[src/rtl/dcim_pe_sequencer.sv]
// dcim_pe_sequencer: host-side weight loader, activation issuer and result streamer for one DCIM PE.
module dcim_pe_sequencer #(
    parameter int DEPTH     = 16,
    parameter int AW        = 4,
    parameter int PE_LAT    = 2,
    parameter int ADDR_SKEW = 1
) (
    input  logic        clk,
    input  logic        rst_n,
    input  logic        in_valid,
    output logic        in_ready,
    input  logic        in_op,
    input  logic [7:0]  in_data,
    output logic        res_valid,
    input  logic        res_ready,
    output logic [15:0] res_data,
    output logic        res_last,
    output logic        busy,
    output logic        err,
    output logic        pe_rst_n,
    output logic        pe_ce,
    output logic        pe_init_en,
    output logic [7:0]  pe_data_in,
    input  logic [15:0] pe_data_out,
    input  logic        pe_init_done
);
    typedef enum logic [2:0] {IDLE, PE_RST, W_LOAD, W_WAIT, READY, W_FILL, A_ISSUE} state_t;
    localparam logic [AW:0]   LAST     = (AW+1)'(DEPTH - 1);
    localparam logic [AW:0]   FULL     = (AW+1)'(DEPTH);
    localparam logic [AW-1:0] IDX_LAST = AW'(DEPTH - 1);
    localparam logic [AW-1:0] SKEW     = AW'(ADDR_SKEW);

    state_t state, state_nx;
    logic [7:0]    wbuf [DEPTH];
    logic [7:0]    abuf [DEPTH];
    logic [16:0]   fifo [DEPTH];
    logic [AW-1:0] tag_i [PE_LAT];
    logic [PE_LAT-1:0] tag_v;
    logic [AW:0]   wcnt, acnt, fcnt;
    logic [AW-1:0] mptr, idx, wr, rd;
    logic pe_on, started, act, acc, inflight, push, pop;

    assign acc      = in_valid && in_ready;
    assign idx      = mptr - SKEW;
    assign act      = state == A_ISSUE && (started || mptr == SKEW);
    assign inflight = |tag_v;
    assign push     = tag_v[PE_LAT-1];
    assign pop      = res_valid && res_ready;

    always_ff @(posedge clk) begin
        if (!rst_n) state <= IDLE;
        else        state <= state_nx;
    end

    // A launch needs the whole FIFO free: the PE cannot be stalled once issue starts.
    always_comb begin
        state_nx = state;
        unique case (state)
            IDLE, W_FILL: if (acc && !in_op && wcnt == LAST) state_nx = PE_RST;
            PE_RST:       state_nx = W_LOAD;
            W_LOAD:       if (wcnt == LAST) state_nx = W_WAIT;
            W_WAIT:       if (pe_init_done) state_nx = READY;
            READY:        if (acc && !in_op) state_nx = W_FILL;
                          else if (acnt == FULL && fcnt == '0) state_nx = A_ISSUE;
            A_ISSUE:      if (act && idx == IDX_LAST) state_nx = READY;
            default:      state_nx = IDLE;
        endcase
    end

    always_comb begin
        in_ready   = rst_n && (state == IDLE || (state == W_FILL && !in_op) ||
                     (state == READY && (in_op ? acnt != FULL : acnt == '0 && !inflight)));
        busy       = !(state == IDLE || state == READY);
        pe_rst_n   = pe_on && state != PE_RST;
        pe_ce      = pe_on || state == PE_RST;
        pe_init_en = state == W_LOAD && wcnt == '0;
        pe_data_in = state == W_LOAD ? wbuf[wcnt[AW-1:0]] : act ? abuf[idx] : '0;
        res_valid  = fcnt != '0;
        {res_last, res_data} = res_valid ? fifo[rd] : '0;
    end

    always_ff @(posedge clk) begin
        if (!rst_n) begin
            wcnt    <= '0;
            acnt    <= '0;
            mptr    <= '0;
            pe_on   <= 1'b0;
            started <= 1'b0;
            err     <= 1'b0;
            tag_v   <= '0;
            wr      <= '0;
            rd      <= '0;
            fcnt    <= '0;
        end else begin
            if (acc && !in_op) wcnt <= state == READY ? (AW+1)'(1) : wcnt + 1'b1;
            else if (state == PE_RST) wcnt <= '0;
            else if (state == W_LOAD) wcnt <= wcnt + 1'b1;
            if (acc && in_op && state == READY) acnt <= acnt + 1'b1;
            else if (act && idx == IDX_LAST) acnt <= '0;
            err     <= err || (acc && in_op && state == IDLE);
            pe_on   <= pe_on || state == PE_RST;
            mptr    <= state == W_WAIT && pe_init_done ? '0 : mptr + 1'b1;
            started <= act && idx != IDX_LAST;
            tag_v   <= PE_LAT'({tag_v, act});
            if (push) wr <= wr + 1'b1;
            if (pop) rd <= rd + 1'b1;
            fcnt    <= fcnt + {{AW{1'b0}}, push} - {{AW{1'b0}}, pop};
        end
    end

    always_ff @(posedge clk) begin
        if (acc && !in_op) wbuf[state == READY ? AW'(0) : wcnt[AW-1:0]] <= in_data;
        if (acc && in_op && state == READY) abuf[acnt[AW-1:0]] <= in_data;
        if (push) fifo[wr] <= {tag_i[PE_LAT-1] == IDX_LAST, pe_data_out};
        tag_i[0] <= idx;
        for (int i = 1; i < PE_LAT; i++) tag_i[i] <= tag_i[i-1];
    end
endmodule

[config.mk]
export PLATFORM = sky130hd
export DESIGN_NAME = dcim_pe_sequencer
export DESIGN_NICKNAME = d
export VERILOG_FILES = /design/src/rtl/dcim_pe_sequencer.sv
export SDC_FILE = /design/constraint.sdc
export NUM_CORES = 1
export LEC_CHECK = 0
export ABC_AREA = 0
export CAP_MARGIN = 40
export CORE_MARGIN = 3
export CORE_UTILIZATION = 55
export DETAILED_ROUTE_END_ITERATION = 16
export PLACE_DENSITY = 0.74
export REMOVE_ABC_BUFFERS = 1
export SLEW_MARGIN = 40
export SYNTH_ARGS = -nofsm -noshare
export SYNTH_HDL_FRONTEND = slang
export SYNTH_SLANG_ARGS = --single-unit
[constraint.sdc]
create_clock -name clk -period 2.6 [get_ports clk]
set_clock_uncertainty 0.05 [all_clocks]
set_input_delay 0.26 -clock clk [delete_from_list [all_inputs] [get_ports clk]]
set_output_delay 0.26 -clock clk [all_outputs]
set_load 0.05 [all_outputs]
### Word level (Yosys, flattened, before mapping)

Memories as Yosys holds them, arrays and structs flattened. A register that Yosys moved wholly into a read port is not among the register bits.
Index checks and enable logic that the tools add are counted.

* flip-flop bits (word level): 35
* RAM bits: 536
* input bits: 30
* output and inout port bits: 32
* memories: 4

* add/subtract/negate cells: 8
* equality and inequality tests: 19
* multiplexer cells: 28
* bitwise operators: 1
* reduce and logical (&&, ||, !) cells: 38

Memories
* fifo: depth 16, bits a word 17, rd ports 1, clocked after Yosys merged registers in 1, wr ports 1, line 36 `logic [16:0] fifo [DEPTH];`
* abuf: depth 16, bits a word 8, rd ports 1, clocked after Yosys merged registers in 0, wr ports 1, line 35 `logic [7:0] abuf [DEPTH];`
* wbuf: depth 16, bits a word 8, rd ports 1, clocked after Yosys merged registers in 1, wr ports 1, line 34 `logic [7:0] wbuf [DEPTH];`
* tag_i: depth 2, bits a word 4, rd ports 2, clocked after Yosys merged registers in 0, wr ports 2, line 37 `logic [AW-1:0] tag_i [PE_LAT];`

Operator list (count)
* two-way mux 5 bit: 6
* two-way mux 4 bit: 5
* logical AND 1 bit: 18
* two-way mux 3 bit: 6
* case mux 3 bit (6 select lines): 1
* two-way mux 17 bit: 1
* two-way mux 8 bit: 2
* logical NOT 5 bit: 3
* adder 4 x 1 -> 4 bit (second input constant): 3
* adder 5 x 1 -> 5 bit (second input constant): 2
* == test 3 bit (second input constant): 3
* == test 4 bit (second input constant): 2
* two-way mux 1 bit: 7
* == test 3 x 2 -> 1 bit (second input constant): 2
* logical OR 1 bit: 6
* inequality test 2 bit (second input constant): 3
* OR reduction 2 bit: 3
* adder 5 x 1 -> 5 bit: 1
* == test 5 x 4 -> 1 bit (second input constant): 1
* == test 5 bit (second input constant): 1
* inequality test 5 bit (second input constant): 1
* AND reduction 5 bit: 1
* nonzero test 5 bit: 1
* subtractor 5 x 1 -> 5 bit: 1
* other kinds (12): 14

### Longest topological paths before layout

Gate-level depths: netlist of run 1.

* depth after elaboration: 12
* mapped depth: 13

### Worst setup path after synthesis of run 1

Ideal clock, no wire load.

* kind: reg-to-output
* start point: reg mptr[0]
* end point: out pe_data_in[0]
* arrival: 2929 ps
* required time: 2290 ps
* slack: -639 ps
* cell stages (with the launch flop): 10
* cell sequence: dfxtp_1 -> buf_2 -> buf_2 -> inv_1 -> ha_1 -> clkbuf_1 -> clkbuf_1 -> mux4_2 -> mux2i_1 -> o221ai_1

* elaborated cells between the ends (all ways): 7

RTL lines
* start, declared: line 40 `logic [AW-1:0] mptr, idx, wr, rd;`
* start signal, assigned: line 102 `mptr <= state == W_WAIT && pe_init_done ? '0 : mptr + 1'b1;`
* subtractor 4 x 1 -> 4 bit: line 44 `assign idx = mptr - SKEW;`
* named net idx[0]: line 40
* memory (16 x 8 bit)
* two-way mux 8 bit (2 in series): line 77 `pe_data_in = state == W_LOAD ? wbuf[wcnt[AW-1:0]] : act ? abuf[idx] : '0;`
* end, declared: line 23 `output logic [7:0] pe_data_in,`

The timed path passes the listed nets, and every way through them passes these cells.

### Worst setup path after layout of run 1

* start point: reg mptr[1]
* end point: out pe_data_in[5]

* word-level cells in the longest chain between the ends: 5
* elaborated cells between the ends (all ways): 7

Ends and longest elaborated chain (line)
* branches (longest 3 deep; another with memory (16 x 8 bit))
* two-way mux 8 bit (*) (2 in series): 77

Every way passes the cells marked *.

==> results of run 1 <==
==> power by group <==
group	leakage [uW]	internal (uW)	switching (uW)	total, uW
clock network	0.000951	5070	3460	8530
logic	0.00296	3190	3010	6200
registers	0.00518	10300	140	10400
total	0.00908	18600	6610	25200
==> worst max-delay path, delay by kind of cell (launching register included) <==
kind                     cells  cell delay [ns]
multiplexers                 2             0.68
flip-flops                   1             0.33
adder cells (fa/ha/maj)      1             0.38
buffers and inverters        4             0.53
AO/OA/AOI/OAI                1             0.18
==> cells by family after synthesis <==
group / count (synthesis) / share of synthesized area
AOI/OAI and AO/OA: 74 / 0.0235
adders and majority gates: 22 / 0.0124
xor gates and xnor gates: 18 / 0.00726
and+or+nand+nor: 181 / 0.0434
buffers and inverters: 79 / 0.0157
DFF: 579 / 0.742
muxes: 167 / 0.156
==> per-layer routing <==
layer / vias to the layer above / GRT usage / routed length (um)
met5: - / 0 / 0
met4: 0 / 0.0836 / 1770
met3: 120 / 0.0547 / 4120
met2: 579 / 0.424 / 27800
met1: 6048 / 0.300 / 19200
li1: 4948 / - / -
==> state kept, by name, indices dropped and copies added, names as in the netlist, named ones only <==
| name | count |
|---|---|
| fifo | 272 |
| abuf | 128 |
| wbuf | 128 |
| tag_i | 8 |
| acnt | 5 |
| fcnt | 5 |
| wcnt | 5 |
| mptr | 4 |
| rd | 4 |
| wr | 4 |
| state | 3 |
| tag_v | 2 |
| err | 1 |
| pe_on | 1 |
| started | 1 |
==> metrics by stage <==
stage | worst slack (ns) | cells | total power, uW | area [um^2] | TNS [ns]
floorplan | -2.03 | 1062 | 13800 | 22500 | -54.61
global placement | -0.105 | 1747 | 15300 | 24700 | -0.105
detailed placement | -0.238 | 1747 | 15400 | 24700 | -0.238
CTS | -0.381 | 1878 | 25100 | 27600 | -8.18
global route | -0.503 | 1882 | 26000 | 27800 | -9.42
finish | -0.438 | 1882 | 25200 | 27800 | -7.93
==> cell usage after synthesis, types with 9 or more instances <==
cell type	count	share of area
a22oi_1	16	0.0053
buf_2	15	0.0033
and2_1	50	0.014
dfxtp_1	51	0.045
mux4_2	149	0.15
nand2_1	20	0.0033
inv_1	21	0.0035
xor2_1	10	0.0039
clkbuf_1	32	0.0053
a21o_1	9	0.0030
ha_1	21	0.012
mux2i_1	18	0.0079
nor2_1	47	0.0078
edfxtp_1	528	0.70
nor3_1	9	0.0020
==> worst min path at each step <==
| stage | start | endpoint | slack (ns) | cells after the start |
|---|---|---|---|---|
| after detailed placement | tag_i[0][3] | tag_i[0][7] | 0.26 | 0 |
| after global placement | tag_i[0][2] | tag_i[0][6] | 0.26 | 0 |
| final | tag_i[0][1] | tag_i[0][5] | 0.27 | 0 |
| after global routing | tag_i[0][3] | tag_i[0][7] | 0.28 | 0 |
| after floorplan | tag_i[0][0] | tag_i[0][4] | 0.26 | 0 |
| after CTS | tag_i[0][0] | tag_i[0][4] | 0.28 | 0 |
==> cell type report <==
class | instances | area, um^2 | share of cell area
well taps | 525 | 657 | 0.0236
repair buffers | 191 | 2210 | 0.0795
clock buffers | 68 | 1450 | 0.0522
clock inverters | 36 | 482 | 0.0173
inverters | 21 | 78.8 | 0.00283
multi-input cells | 462 | 6050 | 0.217
flip-flops and latches | 579 | 16900 | 0.607
==> what timing repair did <==
item	in CTS	in global routing
pin swaps	27	19
gates cloned	9	3
setup buffers	18	6
gates resized for setup	128	39
endpoints found under the setup margin	30	38
==> impl_metrics.ini, run 1 <==
[status]
status = finished with violations
violations = negative setup slack

[finish]
nets = 1362
final_cell_mix = edfxtp_1 (528), mux4_2 (149), buf_4 (98)
area_delta_synth_final_pct = 22.4
final_common_cell = edfxtp_1
drive_above_1_share = 0.357
insertedDiodeCount = 0
finalCoreUtilization = 0.691
final.fill_count = 2372

[detailed_routing]
drc = 0
routed_wirelength_um = 52800
drt_first_pass_iters = 5
avgViaCountPerCell = 6.21
wl_per_cell_um = 28.1
first_iter_violations = 995
vias = 11700
drt.antenna.violating_nets = 0

[setup_path]
regToRegStartpoint = fcnt[3]
critPathMaxStageDelay_ns = 0.38
cp_slowest_cell = ha_4
reg2reg_depth = 12
worstSetupPathType = reg2out
crit_path_end = pe_data_in[5]
critPathCaptureType = primary output
required_ns = 2.29
path_cells = inv_2 -> buf_4 -> ha_4 -> buf_16 -> mux4_2 -> mux2i_2 -> o221ai_4 -> buf_12
reg2reg_slack_ns = 0.09
r2r_end = fcnt[4]
crit_path_start_kind = flip-flop
startpoint = mptr[1]
worstPathMaxFanout = 8
arrival_ns = 2.73

[global_routing]
grt_use_total = 0.242
grt_max_degree = 46
grt-ovfl-total = 0
grt_pass1_vias = 12400
antenna_found_initial = 0
grt_pass1_wl_um = 78600

[placement]
hpwl_um = 27700
port_buffers = 61
place.gp.congestion = 0.795

[logic_synthesis]
syn_area_um2 = 22700
avgSynthCellArea_um2 = 20.3
async_flop_share = 0
netlist_instances = 1120
synth-edff-count = 528
yosys_warnings = 0
ys.flop_type = edfxtp_1
ys_seq_area_frac = 0.742
ys_ff_latch = 579
synth.distinct_cells = 57

[clock_network]
hold_buffers = 0
htree_levels = 2
insertion_delay_ns = 0.61
cts_root_buf = clkbuf_16
numCtsBuffers = 55
cts_tree = built
cts_sinks = 579
clk_pin_slew_ns = 0.06
clk_path_buf_depth = 3

[floorplanning]
die_x_um = 209
die_y_um = 209
core_um2 = 40300
die-area_um2 = 43800
io_pins = 62
rows = 73
initial_core_util = 0.565

[power]
vdd_drop_max_mv = 0.669
p_per_area_nw_per_um2 = 905
leakage_uw = 0.00908

[sta]
rsz0062_at_grt = yes
setup_viol = 25
finalHoldWorstSlack_ns = 0.272
clock.fmax_mhz = 329
slew_violations = 0
hold_viol = 0
worstMarginPinSlew_ns = 0.762
fin_ws_ns = -0.438
period_minus_slack_ns = 3.04
fin_crit_sh = 1.17
max_slew_margin = 0.491

[hold_path]
hp-class = reg2reg

[run]
drv_cap = 0
Note: power is estimated with default switching activity, not from simulation.
==> inputs of run 2 (changes only) <==
--- a/config.mk
+++ b/config.mk
@@ -10,7 +10,7 @@
 export CORE_MARGIN = 3
 export CORE_UTILIZATION = 55
 export DETAILED_ROUTE_END_ITERATION = 16
-export PLACE_DENSITY = 0.74
+export PLACE_DENSITY = 0.71
 export REMOVE_ABC_BUFFERS = 1
 export SLEW_MARGIN = 40
 export SYNTH_ARGS = -nofsm -noshare
==> constraint.sdc (replaced) <==
create_clock -name clk -period 3.8 [get_ports clk]
set_clock_uncertainty 0.05 [all_clocks]
set_input_delay 0.38 -clock clk [delete_from_list [all_inputs] [get_ports clk]]
set_output_delay 0.38 -clock clk [all_outputs]
set_load 0.05 [all_outputs]
==> run 2 against run 1 <==
The flow now finishes without violations; routed wire length shrank 12%; sequential cell count stayed put; largest power group unchanged; total power fell by 39%; hold slack improved by 0.0025 ns; clock power decreased by 39%.
==> impl_metrics.ini, run 2 (synthesis gave the netlist of run 1 again) <==
[detailed_routing]
drt.antenna.violating_nets = 0
routed_wirelength_um = 46400
first_iter_violations = 1047
avgViaCountPerCell = 6.07
wl_per_cell_um = 25.7
vias = 10900
drc = 0
drt_first_pass_iters = 5

[placement]
placed_area_um2 = 24200
hpwl_um = 27300
place_inst = 1701
port_buffers = 61
place.gp.congestion = 0.826
post-place-ws_ns = 0.648

[sta]
clock.fmax_mhz = 277
fin_ws_ns = 0.185
worstMarginPinSlew_ns = 0.837
period_minus_slack_ns = 3.62
slew_violations = 0
rsz0062_at_grt = no
max_slew_margin = 0.440
setup_viol = 0
fin_crit_sh = 0.951
hold_viol = 0

[floorplanning]
die_y_um = 209
core_um2 = 40300
die-area_um2 = 43800
rows = 73
io_pins = 62
die_x_um = 209
initial_core_util = 0.565

[finish]
top_register = fifo
largest_reg_flops = 272
instances_no_fill = 1801
area_delta_synth_final_pct = 14.1
insertedDiodeCount = 0
final_cell_mix = edfxtp_1 (528), mux4_2 (149), clkbuf_16 (57)
finalCoreUtilization = 0.644
fin_area_um2 = 26000
drive_above_1_share = 0.239
nets = 1285
final_common_cell = edfxtp_1

[setup_path]
cp_common_cell = mux4_2
cp_slowest_cell = clkdlybuf4s50_1
critPathMaxStageDelay_ns = 0.72
path_cells = buf_12 -> mux4_2 -> mux4_2 -> and2_1 -> clkdlybuf4s50_1
arrival_ns = 3.19
worstPathMaxFanout = 20
crit_family = multiplexers
worstSetupPathType = reg2out
crit_buf_inv = 2
critPathCaptureType = primary output
crit_path_start_kind = flip-flop
required_ns = 3.37

[clock_network]
htree_levels = 2
clk_path_buf_depth = 3
numCtsBuffers = 55
cts_root_buf = clkbuf_16
cts_tree = built
cts_sinks = 579
clk_pin_slew_ns = 0.06
insertion_delay_ns = 0.59

[power]
power_uw = 15400
leakage_uw = 0.00838
p_per_area_nw_per_um2 = 592
vdd_drop_max_mv = 0.459

[global_routing]
grt_max_degree = 45
grt-ovfl-total = 0
grt_pass1_vias = 11400
grt_use_total = 0.216
grt_pass1_wl_um = 70600
antenna_found_initial = 1

[status]
status = complete, no violations

[run]
drv_cap = 0

[hold_path]
hp-class = reg2reg
==> run 2: cell types whose count changed in the layout (fill, tap and decap cells not counted), sizes merged, moves of 2 or more <==
cell           before  now
dlygate4sd2         0    4
clkdlybuf4s50      31   37
clkinvlp            0    2
bufinv             11    3
buf               156   66
dlymetal6s2s        0    7
==> run 2: per-stage QoR <==
stage / TNS [ns] / hold slack [ns]
after global placement: 0 / 0.261
after detailed placement: 0 / 0.262
after CTS: 0 / 0.265
after global routing: 0 / 0.286
final: 0 / 0.275
after floorplan: -21.29 / 0.260
==> run 2: timing repair <==
item / 4_1_cts / 5_1_grt
hold buffers: 0 / 0
gates cloned: 0 / 0
endpoints found under the setup margin: 4 / 7
setup buffers: 0 / 0
endpoints found under the hold margin: 0 / 0
resized for setup: 4 / 7
==> run 2: path summary, 6_finish.rpt <==
kind,start,endpoint,slack (ns),cells after the start
worst min-delay path,tag_i[0][0],tag_i[0][4],0.27,0
worst max-delay path,flip-flop,res_data[14],0.18,5
worst min register to register,tag_i[0][0],tag_i[0][4],0.27,0
worst max register to register,fcnt[2],fcnt[4],0.75,12
==> run 2: worst register-to-register path, stage by stage, from the launching register on <==
cell and delay (ns):
dfxtp_1 0.32, inv_1 0.08, ha_1 0.14, nor4b_1 0.40, nor2b_1 0.21, ha_1 0.32
inv_1 0.04, ha_1 0.21, fa_1 0.45, a21oi_1 0.14, nor2_1 0.06, or3_1 0.33
and3_1 0.18
==> run 2: cell type report <==
cell class	count	area (um^2)
Tap cell	525	657
Inverter	21	78.8
Fill cell	2647	14300
Clock buffer	72	1480
Timing Repair Buffer	114	1130
Sequential cell	579	16900
Multi-Input combinational cell	462	5520
Clock inverter	28	208
==> run 2: power by group <==
group | leakage (uW) | internal, uW | switching [uW]
clock network | 0.000829 | 2940 | 2230
logic | 0.00238 | 1370 | 1670
registers | 0.00517 | 7040 | 122
==> run 2: routing by layer <==
layer  vias up  global-route usage  wire length, um
met5         -                   0               10
met4         2              0.0792             1430
met3        88              0.0371             2830
met2       374               0.352            23200
met1      5679               0.297            18900
li1       4785                   -                -
